## config.mk

```make
export PLATFORM = sky130hd
export DESIGN_NAME = cardio_feature_loader
export DESIGN_NICKNAME = d
export VERILOG_FILES = /design/src/rtl/cardio_pkg.sv /design/src/rtl/cardio_feature_loader.sv
export SDC_FILE = /design/constraint.sdc
export NUM_CORES = 1
export LEC_CHECK = 0
export BUFFER_PORTS_ARGS = -buffer_cell sky130_fd_sc_hd__buf_2
export CORE_MARGIN = 3
export CORE_UTILIZATION = 45
export CTS_CLUSTER_DIAMETER = 100
export DETAILED_ROUTE_END_ITERATION = 12
export PLACE_DENSITY = 0.88
export SLEW_MARGIN = 5
export SYNTH_ARGS = -nofsm -noshare
export SYNTH_HDL_FRONTEND = slang
export SYNTH_SLANG_ARGS = --single-unit
```

## constraint.sdc

```tcl
create_clock -name clk -period 5 [get_ports clk]
set_input_delay 0.5 -clock clk [delete_from_list [all_inputs] [get_ports clk]]
set_output_delay 0.5 -clock clk [all_outputs]
set_load 0.02 [all_outputs]
```

## src/rtl/cardio_pkg.sv

```systemverilog
// rtl/cardio_pkg.sv - shared widths and state encoding for the Cardio feature loader
package cardio_pkg;

  localparam int NUM_FEAT = 21;
  localparam int FEAT_W   = 4;
  localparam int CLS_W    = 2;
  localparam int PRED_W   = 63;

  localparam int CNT_W    = $clog2(NUM_FEAT);
  localparam int INP_W    = NUM_FEAT * FEAT_W;
  localparam int SET_W    = 4;

  typedef enum logic [1:0] {
    LOAD,
    SETTLE,
    HOLD
  } state_t;

endpackage

```

## src/rtl/cardio_feature_loader.sv

```systemverilog
// rtl/cardio_feature_loader.sv - streams 21 features into the MLP input bus and returns its result
module cardio_feature_loader
  import cardio_pkg::*;
#(
  parameter int SETTLE_CYCLES = 1
) (
  input  logic              clk,
  input  logic              rst,
  input  logic              s_valid,
  output logic              s_ready,
  input  logic [FEAT_W-1:0] s_feat,
  input  logic              s_last,
  output logic [INP_W-1:0]  cls_inp,
  input  logic [CLS_W-1:0]  cls_out,
  input  logic [PRED_W-1:0] cls_predo,
  output logic              m_valid,
  input  logic              m_ready,
  output logic [CLS_W-1:0]  m_class,
  output logic [PRED_W-1:0] m_scores,
  output logic              err
);

  localparam logic [SET_W-1:0] SETTLE_LIM = SET_W'(SETTLE_CYCLES);
  localparam logic [CNT_W-1:0] LAST_IDX   = CNT_W'(NUM_FEAT - 1);

  state_t            state;
  logic [CNT_W-1:0]  cnt;
  logic [SET_W-1:0]  settle_cnt;
  logic              accept;

  // Features are only taken while loading; the classifier input is frozen otherwise.
  assign s_ready = (state == LOAD);
  assign accept  = s_valid && s_ready;

  // Frame assembly, settle wait and result hand-off.
  always_ff @(posedge clk or posedge rst) begin
    if (rst) begin
      state      <= LOAD;
      cnt        <= '0;
      settle_cnt <= '0;
      cls_inp    <= '0;
      m_valid    <= 1'b0;
      m_class    <= '0;
      m_scores   <= '0;
      err        <= 1'b0;
    end else begin
      err <= 1'b0;
      case (state)
        LOAD: begin
          if (accept) begin
            for (int k = 0; k < NUM_FEAT; k++) begin
              if (cnt == CNT_W'(k)) begin
                cls_inp[k*FEAT_W +: FEAT_W] <= s_feat;
              end
            end
            if (cnt == LAST_IDX && s_last) begin
              state      <= SETTLE;
              settle_cnt <= '0;
            end else if (cnt == LAST_IDX || s_last) begin
              // Short or overlong frame: drop it, stale slots get overwritten next frame.
              err <= 1'b1;
              cnt <= '0;
            end else begin
              cnt <= cnt + CNT_W'(1);
            end
          end
        end
        SETTLE: begin
          settle_cnt <= settle_cnt + SET_W'(1);
          if (settle_cnt + SET_W'(1) == SETTLE_LIM) begin
            m_class  <= cls_out;
            m_scores <= cls_predo;
            m_valid  <= 1'b1;
            state    <= HOLD;
          end
        end
        HOLD: begin
          if (m_ready) begin
            m_valid <= 1'b0;
            cnt     <= '0;
            state   <= LOAD;
          end
        end
        default: begin
          state <= LOAD;
        end
      endcase
    end
  end

endmodule
```

==> flow_metrics.py, run 1 <==
metrics = {
    "run_status": {
        "status": "completed",
    },
    "global_route": {
        "top_usage_layer": "met2",
        "grt_max_degree": 101,
        "track_usage_pct": 19.6,
        "grt_use_met2_pct": 34.7,
        "grt_pass1_vias": 4894,
        "antenna_found_initial": 0,
        "grt_pass1_wl_um": 24700,
        "grt_util_met1_pct": 23.1,
        "use_met3_pct": 4.58,
        "gr-total-overflow": 0,
    },
    "die": {
        "rows": 43,
        "core_um2": 14000,
        "die_y_um": 126,
        "start_util_pct": 46.2,
        "ioPinCount": 226,
        "die-area_um2": 15800,
        "die_width_um": 126,
    },
    "timing": {
        "fin_crit_ns": 2.50,
        "slew_violations": 0,
        "setup-tns-final_ns": 0,
        "fin_worst_skew_ns": 0.00871,
        "slew_headroom_pct": 39.6,
        "rsz0062_at_grt": "no",
        "setup_viol": 0,
        "hold_viol": 0,
        "worst_pin_slew_ns": 0.905,
        "period_share_pct": 50.0,
        "timing.fmax_mhz": 400,
    },
    "worst_setup_path": {
        "cpMaxStageDelayCell": "or4_1",
        "cp.required_ns": 5.34,
        "worst-setup-path-type": "reg -> reg",
        "cp.arrival_ns": 2.84,
        "max_stage_delay_ns": 0.52,
        "crit_buf_inv": 2,
        "worstPathMaxFanout": 10,
        "critPathLaunchType": "register",
        "end_kind": "register",
        "cp_cell_sequence": "inv_1 > ha_1 > nand3_1 > inv_1 > ha_1 > or3b_1 > a21o_1 > or4_1 > nand3_1",
        "crit_family": "simple AND/OR/NAND/NOR gates",
    },
    "detailed_routing": {
        "drt-wirelength-per-cell_um": 18.0,
        "drc_errors": 0,
        "via_count": 4384,
        "totalWireLength_um": 15400,
        "drt-initial-drc-count": 177,
        "ant_nets": 0,
        "viasPerCell": 5.15,
        "first_pass_iters": 4,
    },
    "synthesis": {
        "synth_top_cell_area_share_pct": 62.7,
        "ys_seq_elements": 162,
        "yosysUniqueCellTypes": 37,
        "yosysMostFrequentCell": "dfrtp_1",
        "ys_seq_area_share_pct": 62.7,
        "yosys-top-cells-area": "dfrtp_1 63%, mux2_2 26%, ha_1 1.7%",
        "synth_edf_count": 0,
        "ys.flop_type": "dfrtp_1",
        "synthTopCellsByCount": "162 x dfrtp_1, 149 x mux2_2, 22 x nand2_1",
        "netlist_instances": 433,
        "synthArstFlopShare_pct": 100,
        "yosys_warnings": 0,
        "netlist_area_um2": 6460,
        "synth_nets": 516,
        "synth.largest_area_cell": "dfrtp_1",
        "synth_area_per_cell_um2": 14.9,
    },
    "cells_and_area": {
        "layoutNonFillerInstCount": 852,
        "stdcell_area_um2": 8400,
        "n_antenna_cell": 0,
        "fin_util_pct": 60.0,
        "syn_to_final_growth_pct": 29.9,
        "nets": 743,
        "multi_input_area_um2": 2270,
        "drive_gt1_share_pct": 60.6,
        "n_fill_cell": 1069,
        "register_area_um2": 4050,
    },
    "cts": {
        "cts.sinks": 162,
        "ctsRootBufferMaster": "clkbuf_16",
        "clkLatencyLatePin_ns": 0.41,
        "hold_buffers": 0,
        "cts_buffers": 17,
        "postCtsSetupRepairBufs": 0,
        "cts_max_level": 4,
        "cts_resized": 0,
        "path_clk_slew_ns": 0.06,
        "clockBufferDepth": 2,
        "cts_tree": "yes",
    },
    "worst_hold_path": {
        "min_path_type": "in -> reg",
    },
    "power": {
        "power_density_nw_per_um2": 403,
        "power_frac_seq_pct": 43.8,
        "vdd_drop_max_mv": 0.222,
        "p_int_mw": 2.55,
        "pwr-share-comb_pct": 13.5,
        "p_sw_mw": 0.836,
        "power_frac_clock_pct": 42.7,
        "p_leak_nw": 4.77,
        "total_power_mw": 3.38,
        "p_sw_share_pct": 24.7,
    },
    "place": {
        "port_buffers": 225,
        "place_area_um2": 7740,
        "dp.cells": 821,
        "gp_congestion": 0.790,
        "hpwl_um": 11100,
    },
    "flow_run": {
        "drv_cap": 0,
    },
}
==> layer usage <==
metal,vias up,routed length [um]
met1,2246,6080
met5,-,0
met3,37,712
met4,0,350
li1,1972,-
met2,129,8210
==> power groups by stage <==
stage                     logic (mW)  registers (mW)  clock network, mW
after global routing           0.487            1.49               1.53
final                          0.457            1.48               1.45
after floorplan                0.149            1.62                  0
after detailed placement       0.459            1.50                  0
after global placement         0.442            1.49                  0
after CTS                      0.462            1.48               1.47
==> state kept, by name, indices dropped and copies added, names as in the netlist <==
register    cells
m_scores       63
settle_cnt      4
err             1
cnt             5
m_valid         1
m_class         2
state           2
cls_inp        84
==> placed cells by master (no fill, tap or decap), types with 2 or more instances in the layout <==
| cell | Yosys | final |
|---|---|---|
| inv_1 | 10 | 9 |
| o21ai_0 | 2 | 2 |
| a21oi_1 | 3 | 3 |
| nand2b_1 | 2 | 2 |
| mux2_2 | 149 | 149 |
| ha_1 | 9 | 9 |
| and3_1 | 4 | 4 |
| nor2b_1 | 2 | 2 |
| dfrtp_1 | 162 | 162 |
| and2_1 | 5 | 5 |
| nor3_1 | 2 | 2 |
| nand2_1 | 22 | 22 |
| buf_2 | 3 | 225 |
| o21bai_1 | 2 | 2 |
| clkbuf_1 | 11 | 4 |
| nand4_1 | 2 | 2 |
| inv_6 | 0 | 2 |
| nor2_1 | 6 | 6 |
| buf_4 | 4 | 3 |
| bufinv_16 | 0 | 6 |
| a21o_1 | 4 | 4 |
| nand3_1 | 9 | 9 |
| clkbuf_16 | 0 | 17 |
| a22o_1 | 3 | 3 |
==> worst reg2reg max path, cell delays in order (launching register included) <==
cell,delay [ns]
dfrtp_1,0.44
inv_1,0.09
ha_1,0.24
nand3_1,0.10
inv_1,0.05
ha_1,0.19
or3b_1,0.38
a21o_1,0.29
or4_1,0.53
nand3_1,0.12
==> final cells by class <==
| cell class | count | share of cell area (%) |
|---|---|---|
| repair buffers | 228 | 13.7 |
| well taps | 180 | 2.68 |
| flip-flops and latches | 162 | 48.3 |
| clock inverters | 9 | 2.41 |
| multi-input cells | 241 | 27.0 |
| clock buffers | 22 | 5.41 |
| inverters | 10 | 0.507 |
==> logic make-up after synthesis <==
| logic type | share of synthesized area [%] |
|---|---|
| buf+inv | 2.27 |
| compound gates | 1.94 |
| mux | 26.1 |
| simple gates | 5.21 |
| fa+ha+maj | 1.74 |
| flops | 62.7 |
==> final timing paths <==
path                                end  cells past startpoint  slack, ns         start
hold reg to reg            m_scores[32]                      1       0.50  m_scores[32]
max in group asynchronous   cls_inp[47]                      3       3.65           rst
min in group asynchronous  m_scores[26]                      2       0.29           rst
hold / removal                 state[1]                      2       0.28       m_ready
setup / recovery                 cnt[3]                      9       2.50        cnt[0]
setup reg to reg                 cnt[3]                      9       2.50        cnt[0]
==> per-stage QoR <==
stage | hold slack [ns] | setup WS, ns
floorplan | 0.514 | 0.123
global placement | 0.481 | 2.66
detailed placement | 0.490 | 2.55
CTS | 0.265 | 2.50
global route | 0.279 | 2.35
finish | 0.281 | 2.50
No activity file was read; power rests on OpenSTA's default activity.
==> inputs of run 2 (changes only) <==
Settings changed: ABC_AREA from default to 1, CORE_UTILIZATION 45 to 46, PLACE_DENSITY 0.88 to 0.89.
Clock period 5 ns to 2.15 ns, I/O delays scaled along.
==> flow_metrics.py, run 2 <==
metrics = {
    "cells_and_area": {
        "drive_gt1_share_pct": 29.5,
        "largest_reg_flops": 84,
        "syn_to_final_growth_pct": 28.5,
        "nets": 1038,
        "reg_top3": "cls_inp (84), m_scores (63), cnt (5)",
        "final_cell_mix": "293 x nand2_1, 225 x buf_2, 162 x dfrtp_1",
        "layoutNonFillerInstCount": 1148,
        "n_antenna_cell": 0,
        "top_register": "cls_inp",
        "final_common_cell": "nand2_1",
    },
    "worst_setup_path": {
        "cp.arrival_ns": 2.17,
        "critPathLaunchType": "register",
        "cp.required_ns": 2.45,
        "end_kind": "register",
        "r2r-start": "cnt[2]",
        "worstPathMaxFanout": 9,
        "worst-setup-path-type": "reg -> reg",
        "cp-startpoint": "cnt[2]",
    },
    "synthesis": {
        "synth_area_per_cell_um2": 9.13,
        "netlist_instances": 742,
        "synthArstFlopShare_pct": 100,
        "synth.largest_area_cell": "dfrtp_1",
        "yosysUniqueCellTypes": 26,
        "synthTopCellsByCount": "295 x nand2_1, 162 x dfrtp_1, 74 x o21ai_0",
        "yosys_warnings": 0,
        "synth_xor_area_share_pct": 0,
        "yosys-top-cells-area": "dfrtp_1 60%, nand2_1 16%, nand4_1 6.3%",
        "synthAdderAreaFrac_pct": 1.66,
        "synth_mux_area_share_pct": 0,
        "synth_top_family_by_area": "simple AND/OR/NAND/NOR gates",
        "ys_seq_area_share_pct": 59.8,
        "yosys.area_share.simple_pct": 27.2,
        "ys_seq_elements": 162,
        "synth_compound_area_share_pct": 6.29,
        "synth_nets": 825,
        "ys.flop_type": "dfrtp_1",
        "yosysMostFrequentCell": "nand2_1",
        "netlist_area_um2": 6780,
        "synth_top_cell_area_share_pct": 59.8,
        "synth_edf_count": 0,
    },
    "global_route": {
        "grt_pass1_vias": 5756,
        "antenna_found_initial": 1,
        "grt_pass1_wl_um": 28000,
        "gr-total-overflow": 0,
        "grt_max_degree": 69,
        "track_usage_pct": 21.4,
    },
    "detailed_routing": {
        "drc_errors": 0,
        "first_pass_iters": 6,
        "met2_length_um": 8410,
        "met3WireLength_um": 1550,
        "drt-wirelength-per-cell_um": 15.1,
        "totalWireLength_um": 17300,
        "viasPerCell": 5.28,
        "wl_met1_um": 7060,
        "highest_layer": "met5",
        "ant_nets": 0,
        "via_count": 6057,
        "drt-initial-drc-count": 354,
    },
    "die": {
        "rows": 43,
        "die-area_um2": 16200,
        "core_um2": 14100,
        "die_width_um": 127,
        "ioPinCount": 226,
        "die_y_um": 127,
        "start_util_pct": 47.9,
    },
    "cts": {
        "cts_buffers": 17,
        "clkLatencyLatePin_ns": 0.42,
        "path_clk_slew_ns": 0.07,
        "cts_tree": "yes",
        "cts.sinks": 162,
        "cts_max_level": 4,
        "clockBufferDepth": 2,
        "ctsRootBufferMaster": "clkbuf_16",
    },
    "place": {
        "gp_congestion": 0.869,
        "hpwl_um": 12000,
        "port_buffers": 225,
        "dp.cells": 1115,
    },
    "timing": {
        "rsz0062_at_grt": "no",
        "timing.fmax_mhz": 534,
        "setup_viol": 0,
        "period_share_pct": 87.2,
        "fin_crit_ns": 1.87,
        "slew_violations": 0,
        "fin_worst_skew_ns": 0.0118,
        "setup-tns-final_ns": 0,
        "worst_pin_slew_ns": 0.460,
        "slew_headroom_pct": 69.2,
        "hold_viol": 0,
    },
    "worst_hold_path": {
        "holdCritStartpoint": "cls_predo[9]",
        "min_path_type": "in -> reg",
    },
    "flow_run": {
        "drv_cap": 0,
    },
    "power": {
        "p_leak_nw": 4.51,
        "vdd_drop_max_mv": 0.549,
        "power_density_nw_per_um2": 1030,
    },
    "run_status": {
        "status": "completed",
    },
}
==> run 2: cell count changes after synthesis, moves of 5 or more <==
cell,before,now
nand2_1,22,295
mux2_2,149,0
o21ai_0,2,74
nand4_1,2,68
inv_1,10,27
buf_2,3,15
nor2_1,6,17
nand3_1,9,19
o21ai_1,0,9
and2_1,5,0
==> run 2: layer usage <==
layer | up-vias | track usage (%)
met4 | 2 | 7.63
met1 | 2845 | 27.5
met5 | - | 0
met2 | 312 | 35.5
met3 | 27 | 5.48
li1 | 2871 | -
==> run 2: repair_timing <==
action / in CTS / in global routing
endpoints found under the setup margin: 0 / 1
hold endpoints to repair: 9 / 0
resized for setup: 0 / 1
setup buffers: 0 / 0
hold buffers: 1 / 0
==> run 2: cell families (layout without fill, tap and decap cells) <==
| logic type | count (synthesis) | in the layout |
|---|---|---|
| and+or+nand+nor | 414 | 414 |
| AOI/OAI and AO/OA | 85 | 85 |
| DFF | 162 | 162 |
| buffers and inverters | 72 | 298 |
| adders and majority gates | 9 | 9 |
==> run 2: cell type report <==
type                            instances  area, um^2
Tap cell                              180         225
Sequential cell                       162        4050
Clock inverter                         12         170
Inverter                               31         120
Multi-Input combinational cell        508        2390
Timing Repair Buffer                  235        1290
Clock buffer                           20         457
Fill cell                            1118        5440
==> run 2: report_power, final <==
part	total, mW	switching (mW)	internal [mW]
combinational	2.12	1.48	0.635
sequential	3.69	0.250	3.44
clock	3.18	1.27	1.92
total	8.99	3.00	6.00
==> run 2: path summary, 6_finish.rpt <==
path	to	slack [ns]	cells past startpoint
hold / removal	m_scores[9]	0.04	3
hold reg to reg	m_scores[9]	0.47	2
min in group asynchronous	state[1]	0.32	3
setup / recovery	cnt[2]	0.28	10
setup reg to reg	cnt[2]	0.28	10
max in group asynchronous	cls_inp[11]	1.26	4
==> run 2: per-stage QoR <==
step	worst slack, ns	hold WS, ns	total power, mW	util (%)	instance area (um^2)
after detailed placement	0.289	0.214	5.89	57.0	8070
after floorplan	-0.122	0.371	5.09	-	6780
final	0.276	0.0361	8.99	61.5	8710
after global placement	0.310	0.208	5.81	57.0	8070
after global routing	0.0509	0.0311	9.45	61.5	8710
after CTS	0.185	0.0254	9.07	61.5	8710
==> run 2: critical path: stages, from the launching register on <==
cell,delay [ns]
dfrtp_1,0.48
inv_1,0.13
nor2_4,0.20
nand2_1,0.17
nor2_1,0.16
ha_1,0.17
inv_1,0.05
nand2_1,0.07
o21ai_0,0.08
nand2_1,0.15
o21ai_0,0.10
==> inputs of run 3 (changes only) <==
Settings changed: CORE_MARGIN 3 to 2.
==> flow_metrics.py, run 3 (synthesis results as in run 2) <==
metrics = {
    "worst_setup_path": {
        "max_stage_delay_ns": 0.44,
        "rrSetupSlack_ns": 0.31,
        "cpMaxStageDelayCell": "dfrtp_1",
        "crit_top_cell": "nand2_1",
        "critPathLaunchType": "register",
        "reg2reg_depth": 11,
        "crit_buf_inv": 2,
        "r2r-start": "cnt[0]",
        "worstPathMaxFanout": 6,
        "r2r-end": "cnt[2]",
        "cp.required_ns": 2.45,
        "cp_cell_sequence": "inv_1 > ha_1 > nand2_1 > nor2_1 > ha_1 > inv_1 > nand2_1 > o21ai_0 > nand2_1 > nand2_1 > o21ai_0",
        "worst-setup-path-type": "reg -> reg",
        "cp.arrival_ns": 2.14,
        "crit_family": "simple AND/OR/NAND/NOR gates",
        "end_kind": "register",
    },
    "cts": {
        "cts_max_level": 4,
        "clkLatencyLatePin_ns": 0.42,
        "postCtsSetupRepairBufs": 0,
        "cts_tree": "yes",
        "ctsRootBufferMaster": "clkbuf_16",
        "cts_resized": 0,
        "clockBufferDepth": 2,
        "hold_buffers": 1,
        "cts.sinks": 162,
        "cts_buffers": 17,
        "path_clk_slew_ns": 0.07,
    },
    "cells_and_area": {
        "largest_reg_flops": 84,
        "syn_to_final_growth_pct": 28.0,
        "final_common_cell": "nand2_1",
        "final_cell_mix": "294 x nand2_1, 225 x buf_2, 162 x dfrtp_1",
        "register_area_um2": 4050,
        "top_register": "cls_inp",
        "drive_gt1_share_pct": 29.7,
        "stdcell_area_um2": 8670,
        "reg_top3": "cls_inp (84), m_scores (63), cnt (5)",
        "n_antenna_cell": 0,
        "multi_input_area_um2": 2390,
        "n_fill_cell": 1223,
        "nets": 1040,
    },
    "global_route": {
        "grt_pass1_vias": 5889,
        "gr-total-overflow": 0,
        "grt_pass1_wl_um": 28700,
        "grt_max_degree": 68,
        "track_usage_pct": 22.4,
        "antenna_found_initial": 0,
    },
    "timing": {
        "timing.fmax_mhz": 544,
        "setup-tns-final_ns": 0,
        "worst_pin_slew_ns": 0.664,
        "slew_violations": 0,
        "period_share_pct": 85.5,
        "hold_viol": 0,
        "slew_headroom_pct": 55.7,
        "fin_worst_skew_ns": 0.0109,
        "fin_crit_ns": 1.84,
        "fin_ws_ns": 0.311,
        "rsz0062_at_grt": "no",
        "setup_viol": 0,
        "hold_ws_ns": 0.0367,
    },
    "power": {
        "p_leak_nw": 4.50,
        "power_density_nw_per_um2": 1010,
        "total_power_mw": 8.77,
        "vdd_drop_max_mv": 0.704,
    },
    "run_status": {
        "status": "completed",
    },
    "worst_hold_path": {
        "holdPathEnd": "m_scores[29]",
        "min_path_type": "in -> reg",
        "holdCritStartpoint": "cls_predo[29]",
        "holdPathStages": 3,
    },
    "place": {
        "pre_cts_ws_ns": 0.344,
        "hpwl_um": 11900,
        "gp_congestion": 0.816,
        "port_buffers": 225,
        "place_area_um2": 8090,
    },
    "die": {
        "die_width_um": 125,
        "die_y_um": 125,
        "core_um2": 14500,
        "die-area_um2": 15700,
        "rows": 44,
        "ioPinCount": 226,
        "start_util_pct": 46.8,
    },
    "detailed_routing": {
        "drt-initial-drc-count": 495,
        "drt-wirelength-per-cell_um": 14.9,
        "ant_nets": 0,
        "drc_errors": 0,
        "first_pass_iters": 5,
        "totalWireLength_um": 17200,
        "via_count": 6005,
        "viasPerCell": 5.20,
    },
    "flow_run": {
        "drv_cap": 0,
    },
}
-- run 3: through the flow --
step / util (%) / std cells
after floorplan: - / 742
after global placement: 55.9 / 1121
after detailed placement: 55.9 / 1121
after CTS: 59.9 / 1154
after global routing: 59.9 / 1154
final: 59.9 / 1154
-- run 3: worst max path at each step --
stage                 from          to  depth (start not counted)
detailed placement  cnt[0]      cnt[2]                         11
global route        cnt[0]      cnt[2]                         11
CTS                 cnt[0]      cnt[2]                         11
global placement    cnt[0]      cnt[2]                         11
floorplan              rst  cls_inp[0]                          1
finish              cnt[0]      cnt[2]                         11
-- run 3: cell type report --
cell class | instances | share of cell area [%]
well taps | 184 | 2.65
repair buffers | 237 | 15.1
multi-input cells | 508 | 27.5
flip-flops and latches | 162 | 46.7
clock buffers | 17 | 4.90
clock inverters | 15 | 1.72
inverters | 31 | 1.38
-- run 3: where the power goes --
| part | switching (mW) | internal, mW |
|---|---|---|
| clock | 1.32 | 1.63 |
| combinational | 1.48 | 0.645 |
| sequential | 0.249 | 3.44 |
-- run 3: routing by layer --
layer / routed length, um / vias up / GRT usage, % / share of wire (%)
met2: 8260 / 252 / 35.9 / 48
met4: 259 / 0 / 7.32 / 1.5
met5: 0 / - / 0 / 0
li1: - / 2868 / - / -
met3: 1200 / 21 / 6.20 / 7.0
met1: 7450 / 2864 / 29.7 / 43
-- run 3: worst register-to-register path, cell delays in order (launching register included) --
cell and delay (ns):
dfrtp_1 0.44, inv_1 0.11, ha_1 0.22, nand2_1 0.16, nor2_1 0.09, ha_1 0.18, inv_1 0.06, nand2_1 0.06
o21ai_0 0.08, nand2_1 0.17, nand2_1 0.09, o21ai_0 0.08
